--- config.mk ---
export PLATFORM = sky130hd
export DESIGN_NAME = ahb_sram_slave
export DESIGN_NICKNAME = d
export VERILOG_FILES = /design/src/rtl/ahb_pkg.sv /design/src/rtl/ahb_be_gen.sv /design/src/rtl/ahb_sram_slave.sv
export SDC_FILE = /design/constraint.sdc
export NUM_CORES = 1
export LEC_CHECK = 0
export CAP_MARGIN = 30
export CORE_AREA = 5 5 140 142
export CTS_CLUSTER_SIZE = 14
export DETAILED_ROUTE_END_ITERATION = 8
export DIE_AREA = 0 0 145 147
export PLACE_DENSITY = 0.56
export SETUP_SLACK_MARGIN = 0.02
export SKIP_LAST_GASP = 1
export SYNTH_ARGS = -nofsm -noshare
export SYNTH_HDL_FRONTEND = slang
export SYNTH_SLANG_ARGS = --single-unit
--- constraint.sdc ---
create_clock -name clk -period 4.7 [get_ports clk]
set_input_delay 0.94 -clock clk [delete_from_list [all_inputs] [get_ports clk]]
set_output_delay 0.94 -clock clk [all_outputs]
set_load 0.05 [all_outputs]
--- src/rtl/ahb_pkg.sv ---
// Shared AHB-lite encodings, responder state type and byte-enable helper.
// S_WAIT exists only when AHB_SRAM_WAIT_EN is defined.
package ahb_pkg;

  localparam logic [1:0] HTRANS_IDLE = 2'b00;
  localparam logic [1:0] HTRANS_BUSY = 2'b01;
  localparam logic [1:0] HTRANS_NSEQ = 2'b10;
  localparam logic [1:0] HTRANS_SEQ  = 2'b11;

  localparam logic [2:0] HBURST_SINGLE = 3'b000;
  localparam logic [2:0] HBURST_INCR   = 3'b001;

  localparam logic [2:0] HSIZE_B  = 3'd0;
  localparam logic [2:0] HSIZE_H  = 3'd1;
  localparam logic [2:0] HSIZE_W  = 3'd2;
  localparam logic [2:0] HSIZE_DW = 3'd3;

  typedef enum logic [2:0] {
    S_IDLE,
    S_RD,
    S_WR,
    S_RDS,
    S_ERR1,
    S_ERR2
`ifdef AHB_SRAM_WAIT_EN
    , S_WAIT
`endif
  } state_t;

  // Little-endian lane select; data itself is never shifted.
  function automatic logic [7:0] be_from_size(input logic [2:0] hsize, input logic [2:0] addr_lo);
    logic [7:0] be;
    case (hsize)
      HSIZE_B:  be = 8'h01 << addr_lo;
      HSIZE_H:  be = 8'h03 << {addr_lo[2:1], 1'b0};
      HSIZE_W:  be = 8'h0F << {addr_lo[2], 2'b00};
      HSIZE_DW: be = 8'hFF;
      default:  be = 8'h00;
    endcase
    return be;
  endfunction

endpackage

--- src/rtl/ahb_be_gen.sv ---
// Byte-enable and alignment decode for one AHB address phase.
module ahb_be_gen
  import ahb_pkg::*;
(
  input  logic [2:0] hsize,
  input  logic [2:0] addr_lo,
  output logic [7:0] be,
  output logic       align_err
);

  always_comb begin
    be = be_from_size(hsize, addr_lo);
    case (hsize)
      HSIZE_H:  align_err = addr_lo[0];
      HSIZE_W:  align_err = |addr_lo[1:0];
      HSIZE_DW: align_err = |addr_lo;
      default:  align_err = 1'b0;
    endcase
  end

endmodule

--- src/rtl/ahb_sram_slave.sv ---
// AHB-lite responder fronting a single-port SRAM with 1-clk read latency.
// Define AHB_SRAM_WAIT_EN to add WAIT_CYCLES wait states to every NSEQ beat.
module ahb_sram_slave
  import ahb_pkg::*;
#(
  parameter int          MEM_BYTES   = 65536,
  parameter int          ADDR_W      = 13,
  parameter logic [63:0] BASE_ADDR   = 64'h0,
  parameter int          WAIT_CYCLES = 2
) (
  input  logic              clk,
  input  logic              rst,
  input  logic              hsel,
  input  logic [63:0]       haddr,
  input  logic              hwrite,
  input  logic [2:0]        hsize,
  input  logic [2:0]        hburst,
  input  logic [3:0]        hprot,
  input  logic [1:0]        htrans,
  input  logic              hmastlock,
  input  logic [63:0]       hwdata,
  input  logic              hready,
  output logic              hreadyout,
  output logic              hresp,
  output logic [63:0]       hrdata,
  output logic              sram_cs,
  output logic              sram_we,
  output logic [7:0]        sram_be,
  output logic [ADDR_W-1:0] sram_addr,
  output logic [63:0]       sram_wdata,
  input  logic [63:0]       sram_rdata
);

  state_t            state_q, state_d;
  logic [ADDR_W-1:0] addr_q, addr_d;
  logic [7:0]        be_q, be_d;

  logic [63:0] offset;
  logic [7:0]  be_addr;
  logic        accept, in_range, size_err, align_err, beat_err, rd_req, wr_req;

  assign offset   = haddr - BASE_ADDR;
  assign accept   = hsel & hready & htrans[1];
  assign in_range = (haddr >= BASE_ADDR) && (offset < 64'(MEM_BYTES));
  assign size_err = hsize > HSIZE_DW;
  assign beat_err = accept & (~in_range | size_err | align_err);
  assign rd_req   = accept & ~beat_err & ~hwrite;
  assign wr_req   = accept & ~beat_err & hwrite;

  ahb_be_gen u_be_gen (
    .hsize     (hsize),
    .addr_lo   (haddr[2:0]),
    .be        (be_addr),
    .align_err (align_err)
  );

  logic unused_ok;
  assign unused_ok = ^{hburst, hprot, hmastlock, offset[63:ADDR_W+3], offset[2:0]};

`ifdef AHB_SRAM_WAIT_EN
  logic [3:0] wcnt_q, wcnt_d;
  logic       wwr_q, wwr_d;
  logic       nseq;
  assign nseq = htrans == HTRANS_NSEQ;
`else
  logic [3:0] unused_wait;
  assign unused_wait = 4'(WAIT_CYCLES);
`endif

  always_comb begin
    state_d    = state_q;
    addr_d     = addr_q;
    be_d       = be_q;
    hreadyout  = 1'b1;
    hresp      = 1'b0;
    hrdata     = '0;
    sram_cs    = 1'b0;
    sram_we    = 1'b0;
    sram_be    = '0;
    sram_addr  = addr_q;
    sram_wdata = hwdata;
`ifdef AHB_SRAM_WAIT_EN
    wcnt_d     = wcnt_q;
    wwr_d      = wwr_q;
`endif

    case (state_q)
      S_WR: begin
        sram_cs = 1'b1;
        sram_we = 1'b1;
        sram_be = be_q;
      end
      S_RD: hrdata = sram_rdata;
      S_RDS: begin
        hreadyout = 1'b0;
        sram_cs   = 1'b1;
        sram_be   = be_q;
        state_d   = S_RD;
      end
      S_ERR1: begin
        hreadyout = 1'b0;
        hresp     = 1'b1;
        state_d   = S_ERR2;
      end
      S_ERR2: hresp = 1'b1;
`ifdef AHB_SRAM_WAIT_EN
      S_WAIT: begin
        hreadyout = 1'b0;
        if (wcnt_q == 4'd0) begin
          state_d = wwr_q ? S_WR : S_RD;
          if (!wwr_q) begin
            sram_cs = 1'b1;
            sram_be = be_q;
          end
        end else begin
          wcnt_d = wcnt_q - 4'd1;
        end
      end
`endif
      default: ;
    endcase

    // Only completing states (hreadyout=1) take a new address phase.
    if (hreadyout) begin
      if (accept && !beat_err) begin
        addr_d = offset[ADDR_W+2:3];
        be_d   = be_addr;
      end
      if (beat_err) begin
        state_d = S_ERR1;
      end else if (rd_req) begin
`ifdef AHB_SRAM_WAIT_EN
        if (nseq) begin
          state_d = S_WAIT;
          wcnt_d  = 4'(WAIT_CYCLES - 1);
          wwr_d   = 1'b0;
        end else
`endif
        if (state_q == S_WR) begin
          state_d = S_RDS;
        end else begin
          sram_cs   = 1'b1;
          sram_we   = 1'b0;
          sram_be   = be_addr;
          sram_addr = offset[ADDR_W+2:3];
          state_d   = S_RD;
        end
      end else if (wr_req) begin
`ifdef AHB_SRAM_WAIT_EN
        if (nseq) begin
          state_d = S_WAIT;
          wcnt_d  = 4'(WAIT_CYCLES - 1);
          wwr_d   = 1'b1;
        end else
`endif
        state_d = S_WR;
      end else begin
        state_d = S_IDLE;
      end
    end

    // A reset cycle must never touch the SRAM, even mid-burst.
    if (rst) begin
      sram_cs = 1'b0;
      sram_we = 1'b0;
      sram_be = '0;
    end
  end

  always_ff @(posedge clk) begin
    if (rst) begin
      state_q <= S_IDLE;
      addr_q  <= '0;
      be_q    <= '0;
`ifdef AHB_SRAM_WAIT_EN
      wcnt_q  <= '0;
      wwr_q   <= 1'b0;
`endif
    end else begin
      state_q <= state_d;
      addr_q  <= addr_d;
      be_q    <= be_d;
`ifdef AHB_SRAM_WAIT_EN
      wcnt_q  <= wcnt_d;
      wwr_q   <= wwr_d;
`endif
    end
  end

endmodule
=== Word level (Yosys, flattened, before mapping) ===
Index checks and enable logic that the tools add are counted.

* Order comparisons: 3
* Eq/ne operators: 9
* Shifts and indexed selects: 3
* Mux-type cells: 33
* Bitwise gates (word level): 12
* Reduce and logical (&&, ||, !) cells: 10

{| class="wikitable"
|+ Operator list
! cell !! count
|-
| >= comparator 64 x 1 -> 1 bit, second input constant || 1
|-
| < comparator 64 x 17 -> 1 bit, second input constant || 1
|-
| 2-to-1 mux 64 bit || 1
|-
| 2-to-1 mux 13 bit || 4
|-
| 2-to-1 mux 8 bit || 6
|-
| one-hot mux 8 bit (4 select lines) || 1
|-
| 2-to-1 mux 1 bit || 14
|-
| == test 3 x 2 -> 1 bit, second input constant || 4
|-
| 2-to-1 mux 3 bit || 3
|-
| OR reduction 2 bit || 4
|-
| << shifter 1 x 3 -> 8 bit, first input constant || 1
|-
| << shifter 2 x 3 -> 8 bit, first input constant || 1
|-
| << shifter 4 x 3 -> 8 bit, first input constant || 1
|-
| AND 1 bit || 6
|-
| == test 3 x 1 -> 1 bit, second input constant || 2
|-
| == test 3 bit, second input constant || 2
|-
| one-hot mux 3 bit (2 select lines) || 1
|-
| 2-to-1 mux 2 bit || 2
|-
| inverter 1 bit || 4
|-
| greater-than comparator 3 x 2 -> 1 bit, second input constant || 1
|-
| logical NOT 3 bit || 1
|-
| != test 3 x 1 -> 1 bit, second input constant || 1
|-
| one-hot mux 1 bit (3 select lines) || 1
|-
| OR reduction 3 bit || 1
|-
| 4 further kinds || 6
|}

* Flip-flop bits (word level): 24
* Input port bits: 210
* Output and inout port bits: 153

=== Logic depth before layout (Yosys ltp) ===
* Depth after elaboration: 13
* Mapped depth: 7
* Mapped depth without buffers: 5

=== Hierarchy ===
From an unflattened synthesis, not the netlist that was laid out.

* Cells, all modules: 329
* Area, all modules: 2632.5 um2

{| class="wikitable"
|+ Modules (own cells, without submodules)
! module !! times used !! cells each !! area an instance (um2) !! seq. area each (um2)
|-
| ahb_sram_slave || 1 || 303 || 2492.4 || 480.5
|-
| ahb_be_gen || 1 || 26 || 140.1 || 0.0
|}

=== Worst setup path after synthesis ===
Ideal clock, no wire load.

* Path type: input to output
* Start point: input port haddr[29]
* End point: output port sram_cs
* Data arrival time: 3.157 ns
* Path slack: 0.603 ns
* Stages on the path: 5
* Buffers on the path: 0
* Path through: or3_1 -> a31o_1 -> nor3_4 -> nand4b_1 -> a211oi_1

* Cells in the longest elaborated chain, start to end: 13
* Elaborated cells between the ends (all ways): 14
* Classes of those cells: 2 x order compare; 4 x mux; 7 x bitwise; 1 x reduce/logical

{| class="wikitable"
|+ Ends and longest elaborated chain
! item !! line !! RTL
|-
| from (decl) || ahb_sram_slave.sv:14 || <nowiki>input logic [63:0] haddr,</nowiki>
|-
| >= comparator 64 x 1 -> 1 bit or < comparator 64 x 17 -> 1 bit (tied branches) || ahb_sram_slave.sv:44 || <nowiki>assign in_range = (haddr >= BASE_ADDR) && (offset < 64'(MEM_BYTES));</nowiki>
|-
| logical AND 1 bit * || ahb_sram_slave.sv:44 ||
|-
| inverter 1 bit * || ahb_sram_slave.sv:46 || <nowiki>assign beat_err = accept & (~in_range | size_err | align_err);</nowiki>
|-
| OR 1 bit * (2 in series) || ahb_sram_slave.sv:46 ||
|-
| AND 1 bit * || ahb_sram_slave.sv:46 ||
|-
| inverter 1 bit || ahb_sram_slave.sv:47 || <nowiki>assign rd_req = accept & ~beat_err & ~hwrite;</nowiki>
|-
| AND 1 bit (2 in series) || ahb_sram_slave.sv:47 ||
|-
| 2-to-1 mux 1 bit || ahb_sram_slave.sv:131 || <nowiki>end else if (rd_req) begin</nowiki>
|-
| 2-to-1 mux 1 bit * || ahb_sram_slave.sv:129 || <nowiki>if (beat_err) begin</nowiki>
|-
| 2-to-1 mux 1 bit * || ahb_sram_slave.sv:124 || <nowiki>if (hreadyout) begin</nowiki>
|-
| 2-to-1 mux 1 bit * || ahb_sram_slave.sv:163 || <nowiki>if (rst) begin</nowiki>
|-
| to (decl) || ahb_sram_slave.sv:26 || <nowiki>output logic sram_cs,</nowiki>
|}

Mark *: on every way between the ends. The rest lies on a longest branch, timed or not.

=== Worst setup path in the final report ===
* Start point: input port haddr[29]
* End point: output port sram_addr[5]

* Cells in the longest elaborated chain, start to end: 12
* Elaborated cells between the ends (all ways): 13
* Classes of those cells: 2 x order compare; 3 x mux; 7 x bitwise; 1 x reduce/logical

{| class="wikitable"
|+ Ends and longest elaborated chain
! item !! line !! RTL
|-
| >= comparator 64 x 1 -> 1 bit or < comparator 64 x 17 -> 1 bit (tied branches) || ahb_sram_slave.sv:44 ||
|-
| logical AND 1 bit * || ahb_sram_slave.sv:44 ||
|-
| inverter 1 bit * || ahb_sram_slave.sv:46 ||
|-
| OR 1 bit * (2 in series) || ahb_sram_slave.sv:46 ||
|-
| AND 1 bit * || ahb_sram_slave.sv:46 ||
|-
| inverter 1 bit || ahb_sram_slave.sv:47 ||
|-
| AND 1 bit (2 in series) || ahb_sram_slave.sv:47 ||
|-
| 2-to-1 mux 13 bit || ahb_sram_slave.sv:131 ||
|-
| 2-to-1 mux 13 bit * || ahb_sram_slave.sv:129 ||
|-
| 2-to-1 mux 13 bit * || ahb_sram_slave.sv:124 ||
|-
| to (decl) || ahb_sram_slave.sv:29 || <nowiki>output logic [ADDR_W-1:0] sram_addr,</nowiki>
|}

Marked as above.

==> results by group <==
Layout
  – Ratio of cells with drive above 1 in the final layout: 0.1006
  – Most frequent cells in the layout: clkdlybuf4s50_1, and2_1, nand2b_1
  – Final net count: 678
  – Antenna cells: 0
  – Util after Layout: 0.2565
  – Most common cell after layout, fill and taps aside: clkdlybuf4s50_1
  – Area growth syn-to-layout: 84.17%

Job
  – Max-cap violations: 0

Setup path
  – Top delay family on crit path: buffers and inverters
  – Worst R2R Start: state_q[2]$_SDFFE_PP0P_
  – CP arrival: approximately 3200 ps
  – Worst-path fanout max: 21
  – CP endpoint kind: output port
  – Worst reg2reg path depth: 6
  – WS Path Type: in -> out
  – R2R setup slack: about 2800 ps
  – Slowest cell on the critical path: clkdlybuf4s50_1
  – CP dominant cell by count: buf_4
  – CP endpoint: sram_addr[5]
  – Critical path launch point: haddr[29]
  – Crit-path cells: clkdlybuf4s50_1 -> or3_1 -> a31o_1 -> nor3_4 -> nand3_2 -> buf_4 -> mux2_4 -> buf_4
  – CP bufs+invs: 3
  – Required @ worst endpoint: around 3800 ps
  – Peak per-stage delay on the critical path: between 400 and 500 ps
  – Levels on crit path: 8
  – Startpoint Class: input pin
  – Reg2reg end: addr_q[9]$_SDFFE_PP0P_

Placed design
  – Routability cong.: about 0.78
  – Number of port buffers: around 230
  – Post-DP HPWL: between 10000 and 15000 um

Clock tree
  – CTS Hold Bufs: 0
  – Post-cts resize count: 0
  – CTS buffer count: 3
  – Clock-pin transition on the worst setup and hold timing paths: 60 ps
  – Post-CTS Setup Repair Bufs: 0
  – Clock root cell: clkbuf_16
  – Clock Path Buffers: 2
  – CTS tree: done
  – Clk_lat worst skew: between 200 and 300 ps
  – Htree depth: 1
  – Sink Count: 24

Power
  – Worst VDD drop: 0.09688 mV
  – Total power: approximately 0.00074 W
  – LEAKAGE: about 1.7 nW
  – P per Cell Area: 157.5 mW/mm2

STA
  – Relative slew slack: 0.6038
  – Fin. Hold Viols: 0
  – Total Neg Setup Slack: 0 ps
  – Clock skew: 4.715 ps
  – Period utilization: 0.8873
  – Fin. max-slew vios: 0
  – Minimum clock period: 4170 ps
  – Tightest Pin Transition: 592.5 ps
  – # setup viols final: 0
  – Fmax: 239.8 MHz
  – RSZ-0062 raised after global routing: false

Detailed routing
  – TritonRoute pass-1 iters: 4
  – Routed WL: around 13000 um
  – Drt drc: 0
  – DR iter-0 viols: 38
  – Via density: between 3 and 4
  – Post-DRT Antenna Nets: 0
  – Routed WL per cell: roughly 18 um
  – Vias: 2742

Yosys
  – Top post-synthesis cells by area: buf_4, dfxtp_1, and2_1
  – Synthesized flop and latch total: 24
  – Synthesized net count: between 500 and 600
  – Synth Area per Inst: 8.129 um2
  – Main combinational cell family by area after synthesis: simple AND/OR/NAND/NOR gates
  – Post-synthesis sequential area ratio: 0.1882
  – Adder-Cell Fraction of Synth Area: 0
  – Post-synth EDFFs: 0
  – YS warnings: 0
  – Compound-gate portion of the synthesized area: 0.06912
  – Top-area cell type share of the netlist area: 0.1912
  – Netlist Area Pre-Place: about 0.0026 mm2
  – Post-synth top area cell: buf_4
  – Post-Synth XOR/XNOR Area: 0
  – Post-synth ARST share: 0
  – Post-synthesis cell count: approximately 310
  – Post-synthesis mux area share: 0.1574
  – Post-synth top flop: dfxtp_1
  – Count of cell types in the netlist: 34
  – Simple-gate share of the synthesized area: 0.3505

Global routing
  – Met2 usage: 0.1914
  – M1 GR Usage: 0.1158
  – First-pass GRT wire length: around 19000 um
  – Grt total ovfl: 0
  – Met3 GRT Util: 0.07650
  – Largest net degree at the start of global routing: 65
  – Total track usage: 0.1135
  – Antenna violations before repair: 1
  – Vias in the first global route: 2941
  – Grt peak-use layer: met2

Floorplanning
  – Die width: between 100 and 150 um
  – Die area: about 0.021 mm2
  – Die H: roughly 150 um
  – Core Footprint: approximately 0.018 mm2
  – Row count: 50
  – # IOs: around 360
  – Initial Utilization: 0.1392

Outcome
  – Status: finished clean

Min path
  – Hold depth: 2
  – Hold Path Class: reg -> reg
-- power breakdown --
| part | internal [W] | switching [W] | total, W |
|---|---|---|---|
| Combinational | 0.000153 | 0.000132 | 0.000285 |
| Clock | 0.000170 | 0.0000793 | 0.000249 |
| Sequential | 0.000205 | 0.00000213 | 0.000207 |
| Total | 0.000527 | 0.000213 | 0.000740 |
-- worst reg2reg max path: cells and delay by family, from the launching register on --
family | cells | cell delay, ps
flops | 1 | 360
compound gates | 1 | 260
mux | 1 | 260
simple gates | 3 | 600
buf+inv | 1 | 350
-- metrics by stage --
| stage | worst slack, ps | cell area, um2 | hold WS (ps) | instances |
|---|---|---|---|---|
| 4_1_cts | 529.7 | 4701 | 477.3 | 701 |
| 3_5_place_dp | 536.5 | 4596 | 465.4 | 697 |
| 2_1_floorplan | 602.6 | 2552 | 445.2 | 314 |
| 6_report | 529.7 | 4701 | 471.8 | 701 |
| 5_1_grt | 392.2 | 4701 | 505.8 | 701 |
| 3_3_place_gp | 538.8 | 4596 | 457.0 | 697 |
-- area by class of cell --
type                            count  area (um2)
Clock buffer                        3       75.07
Clock inverter                      1       30.03
Fill cell                        1951       13630
Inverter                            2       7.507
Multi-Input combinational cell    208        1478
Sequential cell                    24       480.5
Tap cell                          234       292.8
Timing Repair Buffer              229        2337
-- sequential cells by signal, summed over array words and instances (netlist names) --
register  count
be_q          8
addr_q       13
state_q       3
-- synthesized netlist by cell type, types with 3 or more instances --
master and count:
a211oi_1 3, and2_1 65, nor4_1 12, nor2b_1 5, o22ai_1 8, o21ai_0 4
nand2_1 7, nor3_1 4, buf_4 65, mux2i_1 21, nand4_1 3, mux2_4 12
clkbuf_1 11, a21oi_1 5, nand2b_1 36, dfxtp_1 24, nor2_1 8
-- worst min path at each step --
stage / start / endpoint / slack, ps
after detailed placement: addr_q[3]$_SDFFE_PP0P_ / addr_q[3]$_SDFFE_PP0P_ / 470
after global placement: addr_q[12]$_SDFFE_PP0P_ / addr_q[12]$_SDFFE_PP0P_ / 460
after global routing: be_q[4]$_SDFFE_PP0P_ / be_q[4]$_SDFFE_PP0P_ / 510
after CTS: addr_q[12]$_SDFFE_PP0P_ / addr_q[12]$_SDFFE_PP0P_ / 480
final: addr_q[10]$_SDFFE_PP0P_ / addr_q[10]$_SDFFE_PP0P_ / 470
after floorplan: addr_q[12]$_SDFFE_PP0P_ / addr_q[12]$_SDFFE_PP0P_ / 450
-- routing by layer --
metal  up-vias  wire length (um)
li1       1293                 -
met1      1258              4480
met2       181              6295
met3         8              1904
met4         2               133
met5         -                13
-- kinds of logic after synthesis --
group	count (synthesis)
AND/OR/NAND/NOR	147
AO/OA/AOI/OAI	27
buffers and inverters	82
flip-flops	24
multiplexers	34
No activity file was read; power rests on OpenSTA's default activity.
